`src/rtl/txpll_lock_sequencer.sv`:
```
// +----------------------------------------------------------------------------+
// | txpll_lock_sequencer: TX PLL lock qualification and lane reset release.    |
// | Revision: 1.0                                                              |
// +----------------------------------------------------------------------------+
`default_nettype none

module txpll_lock_sequencer #(
  parameter int STABLE_CYCLES   = 1024,
  parameter int LANE_RST_CYCLES = 64,
  parameter int TIMEOUT_CYCLES  = 65535
) (
  input  logic       CLK,
  input  logic       RESET_N,
  input  logic       ENABLE,
  input  logic       PLL_LOCK,
  input  logic       CLR_FAULT,
  output logic       LANE_TX_RST_N,
  output logic       LANE_PCS_RST_N,
  output logic       READY,
  output logic       FAULT,
  output logic [7:0] LOSS_CNT,
  output logic [2:0] STATE
);

  localparam int MAX_A      = (STABLE_CYCLES > LANE_RST_CYCLES) ? STABLE_CYCLES : LANE_RST_CYCLES;
  localparam int MAX_CYCLES = (MAX_A > TIMEOUT_CYCLES) ? MAX_A : TIMEOUT_CYCLES;
  localparam int TW         = (MAX_CYCLES > 1) ? $clog2(MAX_CYCLES) : 1;

  localparam logic [TW-1:0] STABLE_LAST  = TW'(STABLE_CYCLES - 1);
  localparam logic [TW-1:0] LANE_LAST    = TW'(LANE_RST_CYCLES - 1);
  localparam logic [TW-1:0] TIMEOUT_LAST = TW'(TIMEOUT_CYCLES - 1);

  typedef enum logic [2:0] {
    S_IDLE      = 3'd0,
    S_WAIT_LOCK = 3'd1,
    S_STABLE    = 3'd2,
    S_LANE_RST  = 3'd3,
    S_PCS_RST   = 3'd4,
    S_RUN       = 3'd5,
    S_FAULT     = 3'd6
  } state_t;

  state_t        state;
  state_t        state_nxt;
  logic [TW-1:0] timer;
  logic [TW-1:0] timer_nxt;
  logic [TW-1:0] timer_inc;
  logic [7:0]    loss_nxt;
  logic          lock_meta;
  logic          lock_s;
  logic          lost;

  // Two-flop synchronizer; nothing downstream looks at raw PLL_LOCK.
  always_ff @(posedge CLK or negedge RESET_N) begin
    if (!RESET_N) begin
      lock_meta <= 1'b0;
      lock_s    <= 1'b0;
    end else begin
      lock_meta <= PLL_LOCK;
      lock_s    <= lock_meta;
    end
  end

  // Saturating increment keeps the shared timer from ever wrapping.
  assign timer_inc = (timer == {TW{1'b1}}) ? timer : timer + 1'b1;

  always_comb begin
    state_nxt = state;
    timer_nxt = timer_inc;
    loss_nxt  = LOSS_CNT;
    lost      = 1'b0;

    case (state)
      S_IDLE: begin
        timer_nxt = '0;
        if (ENABLE) begin
          state_nxt = S_WAIT_LOCK;
        end
      end
      S_WAIT_LOCK: begin
        if (lock_s) begin
          state_nxt = S_STABLE;
          timer_nxt = '0;
        end else if (timer == TIMEOUT_LAST) begin
          state_nxt = S_FAULT;
          timer_nxt = '0;
        end
      end
      S_STABLE: begin
        if (!lock_s) begin
          state_nxt = S_WAIT_LOCK;
          timer_nxt = '0;
        end else if (timer == STABLE_LAST) begin
          state_nxt = S_LANE_RST;
          timer_nxt = '0;
        end
      end
      S_LANE_RST: begin
        if (!lock_s) begin
          lost = 1'b1;
        end else if (timer == LANE_LAST) begin
          state_nxt = S_PCS_RST;
          timer_nxt = '0;
        end
      end
      S_PCS_RST: begin
        if (!lock_s) begin
          lost = 1'b1;
        end else if (timer == LANE_LAST) begin
          state_nxt = S_RUN;
          timer_nxt = '0;
        end
      end
      S_RUN: begin
        timer_nxt = '0;
        if (!lock_s) begin
          lost = 1'b1;
        end
      end
      S_FAULT: begin
        timer_nxt = '0;
        if (CLR_FAULT) begin
          state_nxt = S_IDLE;
        end
      end
      default: begin
        state_nxt = S_IDLE;
        timer_nxt = '0;
      end
    endcase

    if (lost) begin
      state_nxt = S_WAIT_LOCK;
      timer_nxt = '0;
      loss_nxt  = (LOSS_CNT == 8'hFF) ? LOSS_CNT : LOSS_CNT + 8'd1;
    end

    // Dropping ENABLE overrides a simultaneous lock loss, so no count is taken.
    if (!ENABLE && (state != S_FAULT)) begin
      state_nxt = S_IDLE;
      timer_nxt = '0;
      loss_nxt  = LOSS_CNT;
    end
  end

  // Outputs decode the next state so they change in the same update as STATE.
  always_ff @(posedge CLK or negedge RESET_N) begin
    if (!RESET_N) begin
      state          <= S_IDLE;
      timer          <= '0;
      LOSS_CNT       <= 8'd0;
      READY          <= 1'b0;
      FAULT          <= 1'b0;
      LANE_TX_RST_N  <= 1'b0;
      LANE_PCS_RST_N <= 1'b0;
    end else begin
      state          <= state_nxt;
      timer          <= timer_nxt;
      LOSS_CNT       <= loss_nxt;
      READY          <= (state_nxt == S_RUN);
      FAULT          <= (state_nxt == S_FAULT);
      LANE_TX_RST_N  <= (state_nxt == S_PCS_RST) || (state_nxt == S_RUN);
      LANE_PCS_RST_N <= (state_nxt == S_RUN);
    end
  end

  assign STATE = state;

endmodule

`default_nettype wire

```
`config.mk`:
```
export PLATFORM = sky130hd
export DESIGN_NAME = txpll_lock_sequencer
export DESIGN_NICKNAME = d
export VERILOG_FILES = /design/src/rtl/txpll_lock_sequencer.sv
export SDC_FILE = /design/constraint.sdc
export NUM_CORES = 1
export LEC_CHECK = 0
export CAP_MARGIN = 10
export CELL_PAD_IN_SITES_DETAIL_PLACEMENT = 1
export CELL_PAD_IN_SITES_GLOBAL_PLACEMENT = 2
export CORE_ASPECT_RATIO = 0.6
export CORE_MARGIN = 1.5
export CORE_UTILIZATION = 35
export DETAILED_ROUTE_END_ITERATION = 6
export PLACE_DENSITY = 0.75
export REMOVE_ABC_BUFFERS = 1
export SLEW_MARGIN = 5
export SYNTH_ARGS = -nofsm -noshare
export SYNTH_HDL_FRONTEND = slang
export SYNTH_SLANG_ARGS = --single-unit
```
`constraint.sdc`:
```
create_clock -name CLK -period 2.35 [get_ports CLK]
set_clock_uncertainty 0.05 [all_clocks]
set_input_delay 0.3525 -clock CLK [delete_from_list [all_inputs] [get_ports CLK]]
set_output_delay 0.3525 -clock CLK [all_outputs]
set_load 0.01 [all_outputs]
```
==> results of run 1 <==
per-layer routing:
layer | track usage | routed length [um] | vias up | part of all wire
met4 | 0.0469 | 38 | 0 | 0.0079
met2 | 0.273 | 1970 | 37 | 0.41
met3 | 0.0444 | 224 | 5 | 0.046
met5 | 0 | 0 | - | 0
li1 | - | - | 761 | -
met1 | 0.272 | 2610 | 809 | 0.54
worst min-delay path by stage:
| stage | endpoint | slack, ns |
|---|---|---|
| finish | lock_s | 0.30 |
| global route | lock_s | 0.32 |
| CTS | lock_s | 0.31 |
| detailed placement | lock_s | 0.29 |
| global placement | lock_s | 0.29 |
| floorplan | FAULT | 0.007 |
layout by cell type (no fill, tap or decap), types with 3 or more instances in the layout:
master / n
dfrtp_1: 32
nor2_1: 24
clkdlybuf4s50_1: 19
nand2_1: 14
xnor2_1: 12
o21ai_0: 9
nand3_1: 7
clkbuf_8: 7
nand4_1: 6
nor4_1: 6
xor2_1: 6
nor3_1: 6
inv_1: 5
and3_1: 5
a31oi_1: 4
o31ai_1: 4
a21oi_1: 3
nor2b_1: 3
ha_1: 3
buf_4: 3
metrics by stage:
step	hold WS (ns)	area (um^2)	instances	power [W]
2_1_floorplan	0.00691	1830	188	0.000691
3_5_place_dp	0.290	2120	276	0.000777
3_3_place_gp	0.289	2120	276	0.000766
5_1_grt	0.322	2260	284	0.00142
4_1_cts	0.308	2250	284	0.00137
6_report	0.305	2260	284	0.00135
logic make-up (layout without fill, tap and decap cells):
| group | after synthesis | in the layout | share of synthesized area |
|---|---|---|---|
| DFF | 32 | 32 | 0.424 |
| AOI/OAI and AO/OA | 34 | 34 | 0.124 |
| adders and majority gates | 3 | 3 | 0.0199 |
| muxes | 2 | 2 | 0.0113 |
| xor gates and xnor gates | 18 | 18 | 0.0835 |
| buffers and inverters | 12 | 35 | 0.0424 |
| and+or+nand+nor | 94 | 94 | 0.295 |
sequential cells by signal (all words and copies together), names as in the netlist:
register and flops:
lock_s 1, READY 1, lock_meta 1, FAULT 1, STATE 3, LANE_TX_RST_N 1
timer 16, LOSS_CNT 8
worst reg2reg max path: cells and delay by family (launching register included):
family                   cells  cell delay, ns
adder cells (fa/ha/maj)      1            0.25
AND/OR/NAND/NOR              3            0.65
AO/OA/AOI/OAI                2            0.71
flip-flops                   1            0.40
report_power, final:
part	internal (W)	switching (W)
clock	0.000374	0.000209
combinational	0.0000762	0.0000872
sequential	0.000569	0.0000370
total	0.00102	0.000333
cell type report:
cell class | count | area [um^2] | share of cell area
Tap cell | 66 | 82.6 | 0.0366
Clock inverter | 1 | 30.0 | 0.0133
Multi-Input combinational cell | 151 | 1020 | 0.450
Timing Repair Buffer | 22 | 213 | 0.0942
Sequential cell | 32 | 801 | 0.355
Clock buffer | 7 | 96.3 | 0.0427
Inverter | 5 | 18.8 | 0.00831
==> summary.txt, run 1 <==
CTS tree: built
Via count: 1612
Largest net degree at the start of global routing: 33
Count leader, synth: dfrtp_1
Yosys reg bits: 32
Setup_tns: 0 ns
Reg2reg end: STATE[0]
Ports: 20
Net count, final: 225
Port Buffer Count: 19
Slowest stage cell, crit path: o31ai_1
Worst hold stages: 0
CORE AREA: 5130 um^2
CP most frequent cell: nand3_1
H-tree depth: 2
Antenna violations before repair: 0
Commonest cells post-synth: dfrtp_1 (32), nor2_1 (24), nand2_1 (14)
Final Util: 0.440
DRT Pass-1 Iters: 4
CTS Root Cell: clkbuf_8
Yosys top cell by area: dfrtp_1
Pleak: 0.924 nW
GRT Util Overall: 0.185
Final setup viols: 0
RSZ-0062 raised after global routing: false
Main flop type after synthesis: dfrtp_1
Clk buf depth: 2
# DRC: 0
Layout cells sized above 1: 0.101
DRT iter0 DRCs: 94
Critical Path Start Type: register
Final Cycle Share: 0.922
Tmin final: 2.17 ns
Dpl hpwl: 3550 um
Drt wl/cell: 17.0 um
Gr ovfl total: 0
Die height: 59.9 um
Type of the worst setup path: register to register
Syn avg cell area: 9.68 um^2
Vias per cell: 5.68
Max-slew violations: 0
Worst setup margin: 0.184 ns
Clock Pin Slew Worst Setup and Hold Paths: 0.07 ns
Chip width: 97.8 um
Synth top area share: 0.424
Highest Clock Rate: 462 MHz
Worst R2R Start: timer[1]
Global-route wire length before repair: 8340 um
Setup Buffers After CTS: 0
Crit path DAT: 2.29 ns
Worst Tran Pin Value: 0.544 ns
Register area share after synthesis: 0.424
FP Rows: 20
Synthesized instance count: 195
Vias in the first global route: 1658
FF-to-FF setup slack: 0.18 ns
Crit-path cells: ha_1 > and3_1 > nand3_1 > o31ai_1 > nand3_1 > a311oi_1
Post-CTS Resized: 0
Final Hold Viols: 0
Routability cong.: 0.827
Synth area leaders: dfrtp_1 (42%), xnor2_1 (5.6%), nor2_1 (4.8%)
Max VDD drop: 0.357 mV
Critical Path Fanout Max: 6
# fillers: 591
Critical path's largest stage delay: 0.43 ns
Slew HR: 0.633
Delay-heaviest family, CP: compound AO/OA/AOI/OAI gates
Post-Syn Area: 1890 um^2
Setup WS pre-CTS: 0.171 ns
Area grow syn2layout: 19.5%
Die Area: 5860 um^2
Worst-case reg-to-reg path depth: 6
Ant diodes: 0
Worst path bufs/invs: 0
Power Dens Cells: 599 nW/um^2
Worst setup EP type: register
Detail Route Antenna Nets: 0
Hold-fix buffers, CTS: 0
CP startpoint: timer[1]
YS warnings: 0
Status: finished clean
Worst min-delay path category: register to register
Fraction of registers with async set/reset: 1.00
Hold path start: lock_meta
Post-synth EDFFs: 0
Max cap viols: 0
Initial Utilization: 0.368
Clock latency on the worst-skew pair: 0.28 ns
CTS sink count: 32
Crit path depth: 6
Cts bufs inserted: 5
Synth unique cells: 48
Total wire length: 4840 um
CP required: 2.47 ns
CP endpoint: STATE[0]
(Power assumes the default switching activity.)
==> run 2: changes to the inputs <==
--- a/config.mk
+++ b/config.mk
@@ -12,7 +12,7 @@
 export CORE_MARGIN = 1.5
 export CORE_UTILIZATION = 35
 export DETAILED_ROUTE_END_ITERATION = 6
-export PLACE_DENSITY = 0.75
+export PLACE_DENSITY_LB_ADDON = 0.1
 export REMOVE_ABC_BUFFERS = 1
 export SLEW_MARGIN = 5
 export SYNTH_ARGS = -nofsm -noshare
==> summary.txt, run 2 (synthesis gave the netlist of run 1 again) <==
Drt wl/cell: 17.6 um (+3.5%)
Critical path's largest stage delay: 0.62 ns (+0.19 ns)
Total wire length: 5040 um (+4.2%)
Status: finished clean
GR Util met1: 0.279 (+0.00745)
Type of the worst setup path: register to register
Layout cells sized above 1: 0.118 (+0.0173)
Initial Utilization: 0.368 (unchanged)
Final Hold Viols: 0 (unchanged)
Delay-heaviest family, CP: compound AO/OA/AOI/OAI gates
Worst setup EP type: register
CTS tree: built
Crit-path cells: and3b_1 > o311ai_0 > o31ai_2 > a311oi_1 > a311oi_2
GRT Util Overall: 0.191 (+0.00601)
Final Cycle Share: 0.931 (+0.00952)
Post-placement cell count: 278 (+0.72%)
Area grow syn2layout: 20.2%
Routing usage on met3: 0.0444 (unchanged)
Critical Path Fanout Max: 8 (+2)
H-tree depth: 2 (unchanged)
Final setup viols: 0 (unchanged)
Antenna violations before repair: 0 (unchanged)
Setup Buffers After CTS: 0 (unchanged)
CTS Root Cell: clkbuf_8
Setup_tns: 0 ns (unchanged)
DRT iter0 DRCs: 75 (-20%)
Dpl hpwl: 3730 um (+5.2%)
CORE AREA: 5130 um^2 (unchanged)
Largest net degree at the start of global routing: 33 (unchanged)
Die Area: 5860 um^2 (unchanged)
Tmin final: 2.19 ns (+0.0224 ns)
FP Rows: 20 (unchanged)
# DRC: 0 (unchanged)
Vias per cell: 5.64 (-0.70%)
Gr ovfl total: 0 (unchanged)
Crit path DAT: 2.28 ns (about the same)
Pleak: 0.929 nW (+0.55%)
RSZ-0062 raised after global routing: false
Hold-fix buffers, CTS: 0 (unchanged)
Worst min-delay path category: register to register
Detail Route Antenna Nets: 0 (unchanged)
Vias in the first global route: 1652 (-0.36%)
CP required: 2.44 ns (-0.03 ns)
Ant diodes: 0 (unchanged)
Chip width: 97.8 um (unchanged)
Max reg flops: 16 (unchanged)
Power Dens Cells: 578 nW/um^2 (-3.5%)
Routing usage on met2: 0.279 (+0.00591)
Ports: 20 (unchanged)
Port Buffer Count: 19 (unchanged)
Slew HR: 0.548 (-0.0846)
Post-CTS Resized: 0 (unchanged)
Clock Pin Slew Worst Setup and Hold Paths: 0.07 ns (about the same)
Slowest stage cell, crit path: o311ai_0
Worst path bufs/invs: 0 (unchanged)
DRT Pass-1 Iters: 4 (unchanged)
Register with the most flip-flops: timer
Max-slew violations: 0 (unchanged)
Most frequent cells in the layout: dfrtp_1 (32), nor2_1 (24), clkdlybuf4s50_1 (19), nand2_1 (14), xnor2_1 (12)
Max VDD drop: 0.274 mV (-23%)
Net count, final: 227 (+0.89%)
Critical Path Start Type: register
Clk buf depth: 2 (unchanged)
Commonest non-fill, non-tap cell in the layout: dfrtp_1
Global-route wire length before repair: 8460 um (+1.4%)
Die height: 59.9 um (unchanged)
Worst Tran Pin Value: 0.669 ns (+0.125 ns)
GRT Max-Usage Layer: met1
Layout Cells excl Fill: 286 (+0.70%)
Max cap viols: 0 (unchanged)
Cts bufs inserted: 5 (unchanged)
Clock latency on the worst-skew pair: 0.29 ns (about the same)
Routability cong.: 0.851 (+2.9%)
Highest Clock Rate: 457 MHz (-1.0%)
CTS sink count: 32 (unchanged)
Via count: 1612 (unchanged)
==> run 2: worst paths after layout <==
| path | start | endpoint | slack (ns) | cells after the start |
|---|---|---|---|---|
| max reg2reg | STATE[0] | STATE[0] | 0.16 | 5 |
| max | STATE[0] | STATE[0] | 0.16 | 5 |
| min reg2reg | lock_meta | lock_s | 0.30 | 0 |
| max in group asynchronous | RESET_N | LOSS_CNT[6] | 1.52 | 2 |
| min | lock_meta | lock_s | 0.30 | 0 |
| min in group asynchronous | RESET_N | timer[3] | 0.43 | 2 |
==> run 2: area by class of cell <==
cell class                      count  area (um^2)
Timing Repair Buffer               24          228
Sequential cell                    32          801
Inverter                            5         18.8
Clock inverter                      2         35.0
Fill cell                         568         2860
Clock buffer                        6         72.6
Multi-Input combinational cell    151         1030
Tap cell                           66         82.6
==> run 2: metrics by stage <==
step                cell area, um^2  setup WS, ns  hold slack, ns  power (W)   util
finish                         2270         0.161           0.299    0.00131  0.442
global route                   2270        0.0629           0.324    0.00139  0.442
CTS                            2240        0.0729           0.302    0.00132  0.438
detailed placement             2140        0.0991           0.286   0.000785  0.417
global placement               2140         0.184           0.289   0.000776  0.417
floorplan                      1830         0.519         0.00691   0.000691      -
==> run 2: routing by layer <==
metal	wire length, um	up-vias
met3	151	6
met4	46	0
li1	-	763
met1	2700	820
met2	2150	23
met5	0	-
==> run 2: power breakdown <==
group / internal [W] / total, W / switching, W
clock: 0.000315 / 0.000530 / 0.000215
sequential: 0.000569 / 0.000598 / 0.0000292
combinational: 0.0000850 / 0.000185 / 0.000100
total: 0.000969 / 0.00131 / 0.000344
==> run 3: changes to the inputs <==
--- a/config.mk
+++ b/config.mk
@@ -11,6 +11,7 @@
 export CORE_ASPECT_RATIO = 0.6
 export CORE_MARGIN = 1.5
 export CORE_UTILIZATION = 35
+export CTS_CLUSTER_SIZE = 16
 export DETAILED_ROUTE_END_ITERATION = 6
 export PLACE_DENSITY_LB_ADDON = 0.1
 export REMOVE_ABC_BUFFERS = 1
==> results of run 3 <==
No change in the layout: final DEF, timing and power equal those of run 2.
